**config.mk**
```make
export PLATFORM = sky130hd
export DESIGN_NAME = mem_controller
export DESIGN_NICKNAME = d
export VERILOG_FILES = /design/src/rtl/mips_mem_pkg.sv /design/src/rtl/mc_rr_arbiter.sv /design/src/rtl/mem_controller.sv
export SDC_FILE = /design/constraint.sdc
export NUM_CORES = 1
export LEC_CHECK = 0
export BUFFER_PORTS_ARGS = -buffer_cell sky130_fd_sc_hd__clkbuf_2
export CORE_ASPECT_RATIO = 1.1
export CORE_MARGIN = 2
export CORE_UTILIZATION = 51
export DETAILED_ROUTE_END_ITERATION = 8
export PLACE_DENSITY = 0.85
export SYNTH_ARGS = -nofsm -noshare
export SYNTH_HDL_FRONTEND = slang
export SYNTH_SLANG_ARGS = --single-unit
```
**constraint.sdc**
```tcl
create_clock -name clock -period 4.5 [get_ports clock]
set_clock_uncertainty 0.05 [all_clocks]
set_input_delay 0.225 -clock clock [delete_from_list [all_inputs] [get_ports clock]]
set_output_delay 0.225 -clock clock [all_outputs]
set_load 0.1 [all_outputs]
```
**src/rtl/mips_mem_pkg.sv**
```systemverilog
// Shared types and constants for the pipeline memory controller.
package mips_mem_pkg;

  typedef enum logic [1:0] {
    IDLE = 2'd0,
    BUSY = 2'd1,
    DONE = 2'd2
  } state_e;

  typedef enum logic {
    CLIENT_IF  = 1'b0,
    CLIENT_MEM = 1'b1
  } client_e;

  // Returned to the requester when an access is aborted; truncated to DATA_WIDTH at use.
  localparam int unsigned ERR_DATA_WIDTH = 64;
  localparam logic [ERR_DATA_WIDTH-1:0] ERR_DATA = '1;

endpackage

```
**src/rtl/mc_rr_arbiter.sv**
```systemverilog
// Two-requester round-robin pick: on a tie the client not granted last wins.
module mc_rr_arbiter
  import mips_mem_pkg::*;
(
  input  logic if_en,
  input  logic mem_en,
  input  logic last_grant,
  output logic grant_id,
  output logic grant_valid
);

  // Combinational grant selection
  always_comb begin
    grant_valid = if_en | mem_en;
    grant_id    = CLIENT_IF;
    if (if_en && mem_en) begin
      grant_id = (last_grant == CLIENT_IF) ? CLIENT_MEM : CLIENT_IF;
    end else if (mem_en) begin
      grant_id = CLIENT_MEM;
    end
  end

endmodule

```
**src/rtl/mem_controller.sv**
```systemverilog
// Single-port RAM controller shared by the fetch and memory stages, with
// round-robin arbitration, variable-latency handshake and a hang timeout.
module mem_controller
  import mips_mem_pkg::*;
#(
  parameter int unsigned ADDR_WIDTH = 32,
  parameter int unsigned DATA_WIDTH = 32,
  parameter int unsigned TIMEOUT    = 255
) (
  input  logic                  clock,
  input  logic                  reset,
  input  logic                  if_mc_en,
  input  logic [ADDR_WIDTH-1:0] if_mc_addr,
  output logic [DATA_WIDTH-1:0] mc_if_data,
  output logic                  mc_if_valid,
  input  logic                  mem_mc_en,
  input  logic                  mem_mc_rw,
  input  logic [ADDR_WIDTH-1:0] mem_mc_addr,
  input  logic [DATA_WIDTH-1:0] mem_mc_data,
  output logic [DATA_WIDTH-1:0] mc_mem_data,
  output logic                  mc_mem_valid,
  output logic                  mc_ram_req,
  output logic                  mc_ram_we,
  output logic [ADDR_WIDTH-1:0] mc_ram_addr,
  output logic [DATA_WIDTH-1:0] mc_ram_wdata,
  input  logic                  ram_mc_ack,
  input  logic [DATA_WIDTH-1:0] ram_mc_rdata,
  output logic                  mc_err
);

  localparam int unsigned CNT_WIDTH = $clog2(TIMEOUT + 1);
  localparam logic [CNT_WIDTH-1:0] CNT_LAST = CNT_WIDTH'(TIMEOUT - 1);
  localparam logic [DATA_WIDTH-1:0] ERR_WORD = DATA_WIDTH'(ERR_DATA);

  state_e                 state;
  client_e                grant;
  client_e                last_grant;
  logic [CNT_WIDTH-1:0]   cnt;
  logic                   arb_id;
  logic                   arb_valid;

  mc_rr_arbiter u_arb (
    .if_en       (if_mc_en),
    .mem_en      (mem_mc_en),
    .last_grant  (last_grant),
    .grant_id    (arb_id),
    .grant_valid (arb_valid)
  );

  // Access FSM: the RAM address/we/wdata outputs double as the latched request.
  always_ff @(posedge clock or negedge reset) begin
    if (!reset) begin
      state        <= IDLE;
      grant        <= CLIENT_IF;
      last_grant   <= CLIENT_IF;
      cnt          <= '0;
      mc_ram_req   <= 1'b0;
      mc_ram_we    <= 1'b0;
      mc_ram_addr  <= '0;
      mc_ram_wdata <= '0;
      mc_if_data   <= '0;
      mc_if_valid  <= 1'b0;
      mc_mem_data  <= '0;
      mc_mem_valid <= 1'b0;
      mc_err       <= 1'b0;
    end else begin
      mc_if_valid  <= 1'b0;
      mc_mem_valid <= 1'b0;
      case (state)
        IDLE: begin
          if (arb_valid) begin
            grant <= client_e'(arb_id);
            if (arb_id == CLIENT_MEM) begin
              mc_ram_we    <= mem_mc_rw;
              mc_ram_addr  <= mem_mc_addr;
              mc_ram_wdata <= mem_mc_data;
            end else begin
              mc_ram_we    <= 1'b0;
              mc_ram_addr  <= if_mc_addr;
              mc_ram_wdata <= '0;
            end
            cnt        <= '0;
            mc_ram_req <= 1'b1;
            state      <= BUSY;
          end
        end
        BUSY: begin
          if (ram_mc_ack) begin
            mc_ram_req <= 1'b0;
            if (grant == CLIENT_IF) begin
              mc_if_data  <= ram_mc_rdata;
              mc_if_valid <= 1'b1;
            end else begin
              if (!mc_ram_we) mc_mem_data <= ram_mc_rdata;
              mc_mem_valid <= 1'b1;
            end
            state <= DONE;
          end else if (cnt == CNT_LAST) begin
            // RAM never answered: abort with the error word and flag it
            mc_ram_req <= 1'b0;
            mc_err     <= 1'b1;
            if (grant == CLIENT_IF) begin
              mc_if_data  <= ERR_WORD;
              mc_if_valid <= 1'b1;
            end else begin
              mc_mem_data  <= ERR_WORD;
              mc_mem_valid <= 1'b1;
            end
            state <= DONE;
          end else begin
            cnt <= cnt + CNT_WIDTH'(1);
          end
        end
        DONE: begin
          last_grant <= grant;
          state      <= IDLE;
        end
        default: state <= IDLE;
      endcase
    end
  end

endmodule

```
# == Word-level counts from Yosys, hierarchy flattened ==
# Cells that the tools add are included.
# op_classes
add_sub_neg,1
mux,35
n_eq_ne,8
n_reduce_logical,11
n_bitwise,3
# ops
cell,count
$mux W32,11
$mux W8,3
$pmux W8 S2,1
$mux W1,15
$reduce_and A3 Y1,3
$add A8 B1 Y8 const B,1
$eq A8 B8 Y1 const B,1
$ne A2 B2 Y1 const B,4
$reduce_and A4 Y1,2
$mux W2,3
$pmux W2 S2,1
$reduce_and A2 Y1,2
$reduce_bool A2 Y1,2
$ne A3 B3 Y1 const B,1
$eq A2 B1 Y1 const B,1
$eq A2 B2 Y1 const B,1
$logic_not A2 Y1,1
$not A1 Y1,2
$pmux W1 S2,1
$logic_and A1 B1 Y1,1
$or A1 B1 Y1,1
# totals
wordCells,71
ff_bits,145

# == Depth between registers and ports, before layout ==
# logic_depth
depth_word,4
ltp_mapped,7
depth_no_buf,7

# == Hierarchy ==
# From an unflattened synthesis, not the netlist that was laid out.
# unflattened
hier_cells,546
hier_area_um2,6043.3
# by_module_without_submodules
mod,cells_per_inst,area_each_um2,instances
mem_controller,544,6029.5,1
mc_rr_arbiter,2,13.8,1

# == Worst setup path before layout ==
# No wires, ideal clock.
# synth_path
path_type,register to register
start,register mc_ram_we
end,register mc_mem_data[10]
setup_ns,0.074
n_path_buf,1
arrival_ns,1.930
setup_slack_ns,2.446
period_less_slack_ns,2.054
required_ns,4.376
path_stages_with_launch,6
path_cell_list,dfrtp_1 inv_1 nand3_1 clkbuf_1 o22ai_1 a2bb2oi_2
# synth_between
elab_chain_cells,2
# synth_rtl
item,line_no,source
"start, declared",mem_controller.sv:23,"output logic mc_ram_we,"
"start signal, assigned",mem_controller.sv:74,mc_ram_we <= mem_mc_rw;
$ne A2 B2 Y1 (no line),--,
$reduce_and A4 Y1 (no line),--,
"end signal, assigned",mem_controller.sv:94,if (!mc_ram_we) mc_mem_data <= ram_mc_rdata;
"end, declared",mem_controller.sv:20,"output logic [DATA_WIDTH-1:0] mc_mem_data,"
# Every way passes these cells.
# A chain may end at the register's enable or synchronous reset.

# == Worst setup path in the final report ==
# layout_path
start,register mc_ram_we
end,register mc_mem_data[3]
# Same word-level chain as after synthesis.

==> results.ini <==
[outcome]
status = completed

[synth]
ys_types = 40
synth_edf_count = 0
postSynthCellCount = 472
syn-cell-area_sq_um = 6080
syn_nets = 608
yosysSeqAreaShare_pct = 59.7
ys_ff_latch = 145
syn_area_per_cell_sq_um = 12.9
async_reset_ff_share_pct = 100
synth_warnings = 0
synth_flop_cell = dfrtp_1

[critical_path]
crit_arrival_ps = 3340
worstPathMaxFanout = 33
critical_path_class = register to register
crit_family = simple AND/OR/NAND/NOR gates
cp_slowest_cell = nand3_1
cp.required_ps = 4720
r2r_slack_ps = 1370
path_cells = inv_1 > nand3_1 > o22ai_1 > a2bb2oi_2
crit_path_end_kind = register
worstReg2RegEnd = mc_mem_data[3]
critPathMaxStageDelay_ps = 1150
critPathBufInv = 1
rr_worst_depth = 4
cp-start-kind = register
r2r-start = mc_ram_we

[floorplanning]
ios = 267
initial_utilization_pct = 52.7
die_w_um = 108
row_count = 41
core-area_sq_um = 11500
die_h_um = 119
die_area_sq_um = 12800

[routing]
routed_wl_mm = 17.4
drt_iter0_drc = 300
antenna_left = 0
wl_per_cell_um = 18.6
drtPass1Iterations = 4
vias = 5234
route.detailed.drc = 0
avgViaCountPerCell = 5.60

[hold_path]
hold_depth = 2
whs_endpoint = mc_if_data[27]
min_from = ram_mc_rdata[27]
hold_class = primary input to register

[place]
portBuffers = 266
gp_congestion = 0.845
dp.final_hpwl_mm = 11.5

[timing]
setup_viol = 0
worst_pin_slew_ps = 1260
period_minus_slack_ps = 3130
relSlewSlack_pct = 15.8
period_share_pct = 69.5
hold_viol_final = 0
slew_violations = 0
rsz0062_at_grt = false
clock.fmax_mhz = 320
fin_tns_setup_ps = 0

[clocking]
clk_latency_ps = 400
cts_tree = built
clkTransAtPathRegs_ps = 60
numCtsBuffers = 17
clock_sinks = 145
clk_path_buf_depth = 2
clockRootBuffer = clkbuf_16
cts_htree_levels = 4

[global_route]
grt_first_pass_wirelength_mm = 27.4
grt_max_degree = 114
grt_pass1_vias = 5501
antenna_found_initial = 1
grt_util_all_layers_pct = 27.6
grt_overflow = 0

[cells_and_area]
nets = 907
layout-drive-gt1-share_pct = 43.8
area_growth_pct = 41.3

[flow_run]
cap_violations = 0

==> worst register-to-register path, stage by stage (launching register included) <==
cell       delay, ps
dfrtp_1          400
inv_1            740
nand3_1         1170
o22ai_1          540
a2bb2oi_2        100
==> flip-flops by register name, indices dropped and copies added, names as in the netlist <==
register,count
mc_ram_we,1
last_grant,1
mc_if_data,32
cnt,8
mc_ram_addr,32
mc_ram_req,1
mc_err,1
state,2
grant,1
mc_mem_valid,1
mc_ram_wdata,32
mc_if_valid,1
mc_mem_data,32
==> repair_timing <==
action	CTS	global route
buffers inserted	0	0
hold endpoints to repair	156	2
gates resized for setup	0	0
hold buffers	45	2
==> how the worst max path moves through the flow <==
stage / startpoint / to / slack [ps] / cells after the start
final: mc_ram_we / mc_mem_data[3] / 1370 / 4
after detailed placement: mc_ram_we / mc_mem_data[17] / 1320 / 4
after floorplan: mc_ram_we / mc_mem_data[10] / 2450 / 5
after global placement: mc_ram_we / mc_mem_data[6] / 1670 / 4
after global routing: mc_ram_we / mc_mem_data[3] / 1070 / 4
after CTS: mc_ram_we / mc_mem_data[3] / 1320 / 4
==> cells in the mapped netlist, drive strengths merged, types with 2 or more instances <==
cell type,count,area (sq um)
a211o,3,26.3
a21oi,6,41.3
a22o,33,289
a2bb2oi,32,462
and2,2,12.5
and3,3,23.8
buf,22,141
clkbuf,18,67.6
dfrtp,145,3630
ha,2,25.0
inv,6,22.5
mux2i,32,320
nand2,36,135
nand3,6,30.0
nor2,5,18.8
nor2b,3,18.8
nor3,2,21.3
o21ai,38,190
o22a,32,280
o22ai,32,200
==> cell families after synthesis <==
| logic type | synth area share (%) |
|---|---|
| AOI/OAI and AO/OA | 25.4 |
| xor gates and xnor gates | 0.144 |
| adders and majority gates | 0.412 |
| buffers and inverters | 3.81 |
| DFF | 59.7 |
| muxes | 5.45 |
| and+or+nand+nor | 5.10 |
==> layout by cell type (no fill, tap or decap), types with 4 or more instances in the layout <==
| cell type | Yosys | routed |
|---|---|---|
| buf_4 | 0 | 6 |
| a21oi_1 | 5 | 5 |
| bufinv_16 | 0 | 4 |
| a22o_1 | 33 | 33 |
| inv_1 | 6 | 6 |
| a2bb2oi_2 | 29 | 29 |
| nand2_1 | 36 | 36 |
| dlygate4sd3_1 | 0 | 47 |
| dfrtp_1 | 145 | 145 |
| clkbuf_16 | 0 | 17 |
| inv_6 | 0 | 5 |
| o21ai_0 | 37 | 37 |
| o22ai_1 | 32 | 32 |
| nand3_1 | 6 | 6 |
| nor2_1 | 5 | 5 |
| mux2i_1 | 32 | 32 |
| clkbuf_2 | 0 | 265 |
| o22a_1 | 32 | 32 |
==> metrics by stage <==
stage / setup slack [ps] / area (sq um) / instances / hold slack [ps] / util [%]
6_report: 1370 / 8590 / 935 / 17.9 / 74.4
2_1_floorplan: 2450 / 6080 / 472 / -121 / -
3_3_place_gp: 1670 / 7470 / 854 / 360 / 64.7
4_1_cts: 1320 / 8560 / 931 / 1.09 / 74.1
3_5_place_dp: 1320 / 7470 / 854 / 397 / 64.7
5_1_grt: 1070 / 8590 / 935 / 2.25 / 74.4
==> layout make-up <==
| class | instances | area (sq um) |
|---|---|---|
| Clock inverter | 13 | 196 |
| Sequential cell | 145 | 3630 |
| Tap cell | 150 | 188 |
| Fill cell | 777 | 2950 |
| Clock buffer | 19 | 443 |
| Timing Repair Buffer | 320 | 1870 |
| Inverter | 6 | 22.5 |
| Multi-Input combinational cell | 281 | 2240 |
| Antenna cell | 1 | 2.50 |
==> per-layer routing <==
metal | part of all wire (%) | GRT usage, % | routed length [um]
met4 | 2.8 | 11.2 | 481
met1 | 38 | 32.1 | 6650
met5 | 0 | 0 | 0
met3 | 7.1 | 7.28 | 1240
met2 | 52 | 48.0 | 9030
Power is not shown: default switching activity piles up to over one toggle a cycle in this logic, so the estimate is an artifact.
